[config.mk]
export PLATFORM = sky130hd
export DESIGN_NAME = bin2bcd_seq
export DESIGN_NICKNAME = d
export VERILOG_FILES = /design/src/rtl/bin2bcd_seq.sv
export SDC_FILE = /design/constraint.sdc
export NUM_CORES = 1
export LEC_CHECK = 0
export ABC_CLOCK_PERIOD_IN_PS = 2600
export BUFFER_PORTS_ARGS = -buffer_cell sky130_fd_sc_hd__clkbuf_2
export CORE_MARGIN = 10
export CORE_UTILIZATION = 46
export CTS_BUF_LIST = sky130_fd_sc_hd__clkbuf_4
export DETAILED_ROUTE_END_ITERATION = 10
export MAX_ROUTING_LAYER = met4
export PLACE_DENSITY_LB_ADDON = 0.12
export SYNTH_ARGS = -nofsm -noshare
export SYNTH_HDL_FRONTEND = slang
export SYNTH_SLANG_ARGS = --single-unit
export TNS_END_PERCENT = 20
[constraint.sdc]
create_clock -name clk -period 2.6 [get_ports clk]
set_input_delay 0.13 -clock clk [delete_from_list [all_inputs] [get_ports clk]]
set_output_delay 0.13 -clock clk [all_outputs]
set_load 0.03 [all_outputs]
[src/rtl/bin2bcd_seq.sv]
// bin2bcd_seq: sequential double-dabble binary-to-BCD converter.
// One shift per clock; a conversion takes WIDTH shifts after the accepting
// edge, then a single DONE cycle in which a new request may be accepted.
//
// Handshake: a request is accepted on any rising edge where start=1 and the
// FSM is in IDLE or DONE; bin is captured on that same edge. While busy=1
// start is ignored and the request is dropped. done=1 for exactly one cycle,
// and bcd/blank change only on the edge that raises done.
module bin2bcd_seq #(
  parameter int WIDTH  = 16,
  parameter int DIGITS = 5
) (
  input  logic                  clk,
  input  logic                  reset,
  input  logic                  start,
  input  logic [WIDTH-1:0]      bin,
  output logic                  busy,
  output logic                  done,
  output logic [4*DIGITS-1:0]   bcd,
  output logic [DIGITS-1:0]     blank,
  output logic [1:0]            dbg_state
);

  localparam int CW = $clog2(WIDTH + 1);
  localparam logic [CW-1:0] LAST_CNT = CW'(WIDTH - 1);
  // Blank pattern for a display showing a single "0".
  localparam logic [DIGITS-1:0] BLANK_ZERO = {{(DIGITS-1){1'b1}}, 1'b0};

  typedef enum logic [1:0] {
    S_IDLE  = 2'd0,
    S_SHIFT = 2'd1,
    S_DONE  = 2'd2
  } state_t;

  state_t               state;
  state_t               state_nxt;
  logic [WIDTH-1:0]     binreg;
  logic [4*DIGITS-1:0]  scratch;
  logic [CW-1:0]        cnt;
  logic [4*DIGITS-1:0]  adj;
  logic [4*DIGITS-1:0]  shifted;
  logic [DIGITS-1:0]    blank_calc;
  logic                 accept;
  logic                 last_shift;

  assign accept     = start && ((state == S_IDLE) || (state == S_DONE));
  assign last_shift = (cnt == LAST_CNT);
  assign dbg_state  = state;

  // Add-3 correction on every scratch digit, then shift in the binreg MSB.
  always_comb begin
    adj = '0;
    for (int i = 0; i < DIGITS; i++) begin
      if (scratch[4*i +: 4] >= 4'd5)
        adj[4*i +: 4] = scratch[4*i +: 4] + 4'd3;
      else
        adj[4*i +: 4] = scratch[4*i +: 4];
    end
    shifted = (adj << 1) | {{(4*DIGITS-1){1'b0}}, binreg[WIDTH-1]};
  end

  // Leading-zero mask of the post-shift result; digit 0 is never blanked.
  always_comb begin
    logic all_zero;
    all_zero   = 1'b1;
    blank_calc = '0;
    for (int i = DIGITS - 1; i >= 0; i--) begin
      all_zero      = all_zero && (shifted[4*i +: 4] == 4'd0);
      blank_calc[i] = all_zero;
    end
    blank_calc[0] = 1'b0;
  end

  // State register.
  always_ff @(posedge clk or posedge reset) begin
    if (reset) state <= S_IDLE;
    else       state <= state_nxt;
  end

  // Next-state logic; DONE accepts a new request exactly like IDLE.
  always_comb begin
    state_nxt = state;
    case (state)
      S_IDLE:  state_nxt = start ? S_SHIFT : S_IDLE;
      S_SHIFT: state_nxt = last_shift ? S_DONE : S_SHIFT;
      S_DONE:  state_nxt = start ? S_SHIFT : S_IDLE;
      default: state_nxt = S_IDLE;
    endcase
  end

  // Status outputs decoded from the state register only.
  always_comb begin
    busy = 1'b0;
    done = 1'b0;
    case (state)
      S_SHIFT: busy = 1'b1;
      S_DONE:  done = 1'b1;
      default: ;
    endcase
  end

  // Datapath: capture on accept, shift while busy, load results on the last shift.
  always_ff @(posedge clk or posedge reset) begin
    if (reset) begin
      binreg  <= '0;
      scratch <= '0;
      cnt     <= '0;
      bcd     <= '0;
      blank   <= BLANK_ZERO;
    end else if (accept) begin
      binreg  <= bin;
      scratch <= '0;
      cnt     <= '0;
    end else if (state == S_SHIFT) begin
      binreg  <= {binreg[WIDTH-2:0], 1'b0};
      scratch <= shifted;
      cnt     <= cnt + 1'b1;
      if (last_shift) begin
        bcd   <= shifted;
        blank <= blank_calc;
      end
    end
  end

endmodule

# After elaboration in Yosys (flattened, before gate mapping)
# Index checks and enable logic that the tools add are counted.
# Widths: inputs -> output; s select.
# totals
inputBits,19
word_cells,51
output_inout_bits,29
ff_bits,67
# op_classes
n_eq_ne,3
reduce_logical,13
n_addsub,6
bitwise,2
magnitude_cmp,5
n_mux,16
# ops
op,count
$mux 20,2
$mux 16,2
$ge 4x3->1 const B,5
$or 20x1->20,1
$add 4x2->4 const B,4
$logic_not 4->1,4
$mux 4,4
$mux 5,2
$add 5x1->5 const B,1
$eq 5x4->1 const B,1
$logic_and 1x1->1,4
$pmux 2 s2,1
$add 3x2->3 const B,1
$mux 1,3
$mux 3,1
$reduce_and 3->1,1
$eq 2x1->1 const B,1
$eq 2x2->1 const B,1
$logic_not 2->1,1
$mux 2,1
$reduce_bool 2->1,1
$reduce_or 2->1,1
$logic_or 1x1->1,1
$not 1->1,1

# Longest topological paths before layout
# depth
depth_word,7
mapped_depth,8

# Least setup slack after synthesis
# Ideal clock, no wire load.
# synth_timing
path_kind,reg2reg
start,register cnt[0]
end,register blank[1]
setup_ns,0.086
path_buffers,0
required_time_ns,2.514
arrival_time_ns,1.775
path_stages_with_launch,9
slack_ns,0.739
cell_sequence,dfrtp_1 -> ha_1 -> and3_1 -> ha_1 -> nand3b_1 -> a211o_1 -> a211oi_2 -> o2111ai_1 -> o31ai_2
# synth_between
elab_chain_cells,2
# synth_lines
item,line,rtl
start: declaration,39,logic [CW-1:0] cnt;
start signal: assignment,117,cnt <= cnt + 1'b1;
$eq 5x4->1,47,assign last_shift = (cnt == LAST_CNT);
$reduce_and 3->1 (no line),--,
end signal: assignment,120,blank <= blank_calc;
end: declaration,20,"output logic [DIGITS-1:0] blank,"
# Every way passes these cells.
# A chain may end at the register's enable or synchronous reset.

# Final worst setup path
# Same ends and word-level chain as after synthesis.

==> impl_metrics.env <==
export IMPL_outcome="completed"
export IMPL_reg2reg_from="cnt[0]$_DFFE_PP0P_"
export IMPL_routed_wirelength_normalized_by_instance_count_um=15.26
export IMPL_setup_repair_after_global_routing_missed_its_margin="false"
export IMPL_clock_tree_root_cell="sky130_fd_sc_hd__clkbuf_4"
export IMPL_die_height_um=102.6
export IMPL_max_cap_violations=0
export IMPL_finish_net_count=410
export IMPL_area_growth_synth_to_final_pct=20.42
export IMPL_start_util_pct=46.69
export IMPL_later_pin_clock_latency_in_the_skew_report_ns=0.41
export IMPL_total_overflow_reported_by_the_global_router=0
export IMPL_grt_busiest_layer="met2"
export IMPL_power_frac_clock_pct=13.6
export IMPL_post_cts_resize_count=0
export IMPL_synth_seq_cells=67
export IMPL_detailedRoute_firstPassIterationCount=5
export IMPL_via_count=2449
export IMPL_synth_cell_area_um2=3137
export IMPL_power_combinational_fraction_pct=48.7
export IMPL_cts_tree="yes"
export IMPL_worst_ep_arrival_time_ns=2.42
export IMPL_power_density_nw_per_um2=1313
export IMPL_maximum_number_of_pins_on_one_net_before_global_route_repair=68
export IMPL_drc=0
export IMPL_multi_input_gate_area_um2=1338
export IMPL_finalClockSkew_ns=0.01012
export IMPL_max_clock_path_buffers=2
export IMPL_synth_most_common_cell="sky130_fd_sc_hd__nand2_1"
export IMPL_cts_num_sinks=67
export IMPL_yosysSeqAreaShare_pct=53.61
export IMPL_via_count_of_the_first_global_routing_pass=2388
export IMPL_layout_drive_gt1_share_pct=21.15
export IMPL_power_switching_mw=2.192
export IMPL_timing_hold_violations_final=0
export IMPL_use_met1_pct=19.72
export IMPL_port_buffers=46
export IMPL_clock_pin_slew_on_the_worst_setup_and_hold_paths_ns=0.11
export IMPL_die_width_um=102.6
export IMPL_number_of_antenna_violations_at_the_first_check_in_global_routing=0
export IMPL_setup_tns_ns=0
export IMPL_worstReg2RegEnd="blank[1]$_DFFE_PP1P_"
export IMPL_synth_enable_flop_cells=0
export IMPL_total_power_mw=4.960
export IMPL_drv_slew=0
export IMPL_cts_htree_levels=3
export IMPL_final_standard_cell_count_with_taps_included_and_fillers_excluded=463
export IMPL_netlist_top_cells_area="sky130_fd_sc_hd__dfrtp_1, sky130_fd_sc_hd__nand2_1, sky130_fd_sc_hd__ha_1, sky130_fd_sc_hd__o21ai_0, sky130_fd_sc_hd__a22oi_1"
export IMPL_worst_ir_drop_vdd_v=0.0004444
export IMPL_grt_util_met3_pct=2.748
export IMPL_reg2regPathDepth=8
export IMPL_dieArea_um2=10520
export IMPL_worst_setup_path_type="flop to flop"
export IMPL_register_area_um2=1682
export IMPL_number_of_warning_messages_in_the_yosys_log=0
export IMPL_worst_pin_slew_ns=0.6025
export IMPL_placed_cell_area_um2=3467
export IMPL_synth_main_ff_cell="sky130_fd_sc_hd__dfrtp_1"
export IMPL_rows=30
export IMPL_cts_buffers_inserted=9
export IMPL_drt_vias_per_instance=5.289
export IMPL_route_final_wire_length_mm=7.066
export IMPL_fin_area_um2=3777
export IMPL_grt_use_total_pct=14.81
export IMPL_netSwitchingFraction_pct=44.19
export IMPL_seq_pwr_share_pct=37.7
export IMPL_final_hold_worst_slack_ns=0.2943
export IMPL_antenna_diode_count=0
export IMPL_fmaxAchievable_ghz=0.4752
export IMPL_power_static_leakage_nw=1.851
export IMPL_synthDistinctLibCells=39
export IMPL_final_min_period_over_clock_period_pct=80.94
export IMPL_cp_max_fo=4
export IMPL_first_pass_grt_wire_length_mm=11.81
export IMPL_end_kind="flop"
export IMPL_use_met2_pct=21.39
export IMPL_synth_cells_most_frequent="sky130_fd_sc_hd__nand2_1, sky130_fd_sc_hd__dfrtp_1, sky130_fd_sc_hd__o21ai_0"
export IMPL_synth_top_area_cell="sky130_fd_sc_hd__dfrtp_1"
export IMPL_setup_viol_count_final=0
export IMPL_ioPinCount=48
export IMPL_cell_internal_pwr_mw=2.768
export IMPL_fin_crit_ns=2.104
export IMPL_min_path_type="input port to async pin"
export IMPL_r2r_setup_slack_ns=0.50
export IMPL_count_of_routing_violations_after_the_opening_detailed_route_iteration=104
export IMPL_syn_avg_cell_area_um2=10.05
export IMPL_place_congestion=0.8498
export IMPL_core_area_um2=6719
export IMPL_slew_headroom_pct=59.73
export IMPL_antenna_left=0
export IMPL_postSynthCellCount=312
export IMPL_place_detailed_hpwl_mm=4.732
export IMPL_synth_top_area_share_pct=50.26
export IMPL_synthArstFlopShare_pct=100.0
export IMPL_crit_required_ns=2.92
export IMPL_nFillCells=602
export IMPL_mappedNetlistNets=343
export IMPL_dpl_cell_count=430
export IMPL_start_kind="flop"
layout by cell type (no fill, tap or decap), types with 2 or more instances in the layout:
cell type | synthesis | routed
sky130_fd_sc_hd__nor2_1 | 5 | 5
sky130_fd_sc_hd__and3_1 | 4 | 4
sky130_fd_sc_hd__mux2i_1 | 2 | 2
sky130_fd_sc_hd__clkbuf_4 | 0 | 12
sky130_fd_sc_hd__a22o_1 | 8 | 8
sky130_fd_sc_hd__nor3b_1 | 9 | 9
sky130_fd_sc_hd__dfrtp_1 | 63 | 63
sky130_fd_sc_hd__a21o_1 | 4 | 4
sky130_fd_sc_hd__o22ai_1 | 6 | 6
sky130_fd_sc_hd__nand2b_1 | 7 | 7
sky130_fd_sc_hd__a22oi_1 | 15 | 15
sky130_fd_sc_hd__a32o_1 | 5 | 5
sky130_fd_sc_hd__inv_1 | 13 | 12
sky130_fd_sc_hd__buf_4 | 1 | 6
sky130_fd_sc_hd__ha_1 | 12 | 12
sky130_fd_sc_hd__mux2_2 | 5 | 5
sky130_fd_sc_hd__nor3_1 | 3 | 3
sky130_fd_sc_hd__o211ai_1 | 2 | 2
sky130_fd_sc_hd__o31ai_1 | 5 | 5
sky130_fd_sc_hd__dfstp_2 | 4 | 4
sky130_fd_sc_hd__clkinv_2 | 0 | 2
sky130_fd_sc_hd__o21ai_0 | 24 | 24
sky130_fd_sc_hd__xnor2_1 | 5 | 5
sky130_fd_sc_hd__nor2b_1 | 2 | 2
sky130_fd_sc_hd__a21oi_1 | 13 | 13
sky130_fd_sc_hd__dlygate4sd3_1 | 0 | 18
sky130_fd_sc_hd__clkbuf_2 | 0 | 46
sky130_fd_sc_hd__nand2_1 | 69 | 69
registers in the layout, indices dropped and copies added (netlist names):
signal	cells
bcd	20
scratch	20
binreg	16
cnt	5
blank	4
dbg_state	2
worst max-delay path: stages (launching register included):
cell                        delay (ns)
sky130_fd_sc_hd__dfrtp_1          0.40
sky130_fd_sc_hd__ha_1             0.19
sky130_fd_sc_hd__and3_1           0.16
sky130_fd_sc_hd__ha_1             0.16
sky130_fd_sc_hd__nand3b_1         0.12
sky130_fd_sc_hd__a211o_1          0.33
sky130_fd_sc_hd__a211oi_2         0.18
sky130_fd_sc_hd__o2111ai_1        0.23
sky130_fd_sc_hd__o31ai_2          0.24
stage by stage:
| stage | setup WS [ns] | util (%) |
|---|---|---|
| CTS | 0.4730 | 56.22 |
| floorplan | 0.7393 | - |
| global route | 0.2665 | 56.22 |
| finish | 0.4956 | 56.22 |
| detailed placement | 0.5211 | 51.60 |
| global placement | 0.5651 | 51.60 |
logic make-up after synthesis:
| family | count (synthesis) | synth area share [%] |
|---|---|---|
| AOI/OAI and AO/OA | 87 | 18.75 |
| other | 1 | 0.1196 |
| buffers and inverters | 29 | 3.749 |
| and+or+nand+nor | 104 | 15.16 |
| muxes | 7 | 2.433 |
| xor gates and xnor gates | 5 | 1.396 |
| adders and majority gates | 12 | 4.786 |
| DFF | 67 | 53.61 |
worst max path at each step:
stage	startpoint	endpoint	slack, ns	cells past startpoint
after floorplan	cnt[0]$_DFFE_PP0P_	blank[1]$_DFFE_PP1P_	0.74	8
after global placement	cnt[0]$_DFFE_PP0P_	bcd[14]$_DFFE_PP0P_	0.57	7
after detailed placement	cnt[0]$_DFFE_PP0P_	blank[1]$_DFFE_PP1P_	0.52	8
after CTS	cnt[0]$_DFFE_PP0P_	blank[1]$_DFFE_PP1P_	0.47	8
after global routing	cnt[0]$_DFFE_PP0P_	blank[1]$_DFFE_PP1P_	0.27	8
final	cnt[0]$_DFFE_PP0P_	blank[1]$_DFFE_PP1P_	0.50	8
layout make-up:
type / instances / area share, %
Sequential cell: 67 / 44.52
Clock inverter: 3 / 1.060
Multi-Input combinational cell: 216 / 35.41
Inverter: 14 / 1.391
Clock buffer: 12 / 2.385
Tap cell: 80 / 2.650
Timing Repair Buffer: 71 / 12.59
power by group through the flow:
stage / sequential [mW] / clock [mW] / combinational [mW]
2_1_floorplan: 2.12 / 0 / 1.54
3_3_place_gp: 1.87 / 0 / 2.38
3_5_place_dp: 1.89 / 0 / 2.42
4_1_cts: 1.87 / 0.693 / 2.44
5_1_grt: 1.94 / 0.741 / 2.71
6_report: 1.87 / 0.676 / 2.41
per-layer routing:
layer  part of all wire, %  vias to the layer above
li1                      -                     1223
met1                    50                     1170
met2                    44                       45
met3                   3.8                       11
met4                   1.6                        0
met5                     0                        -
what timing repair did:
item	in CTS	in global routing
endpoints found under the hold margin	80	0
setup endpoints to repair	0	0
buffers inserted	0	0
hold buffers	18	0
(Power assumes the default switching activity.)
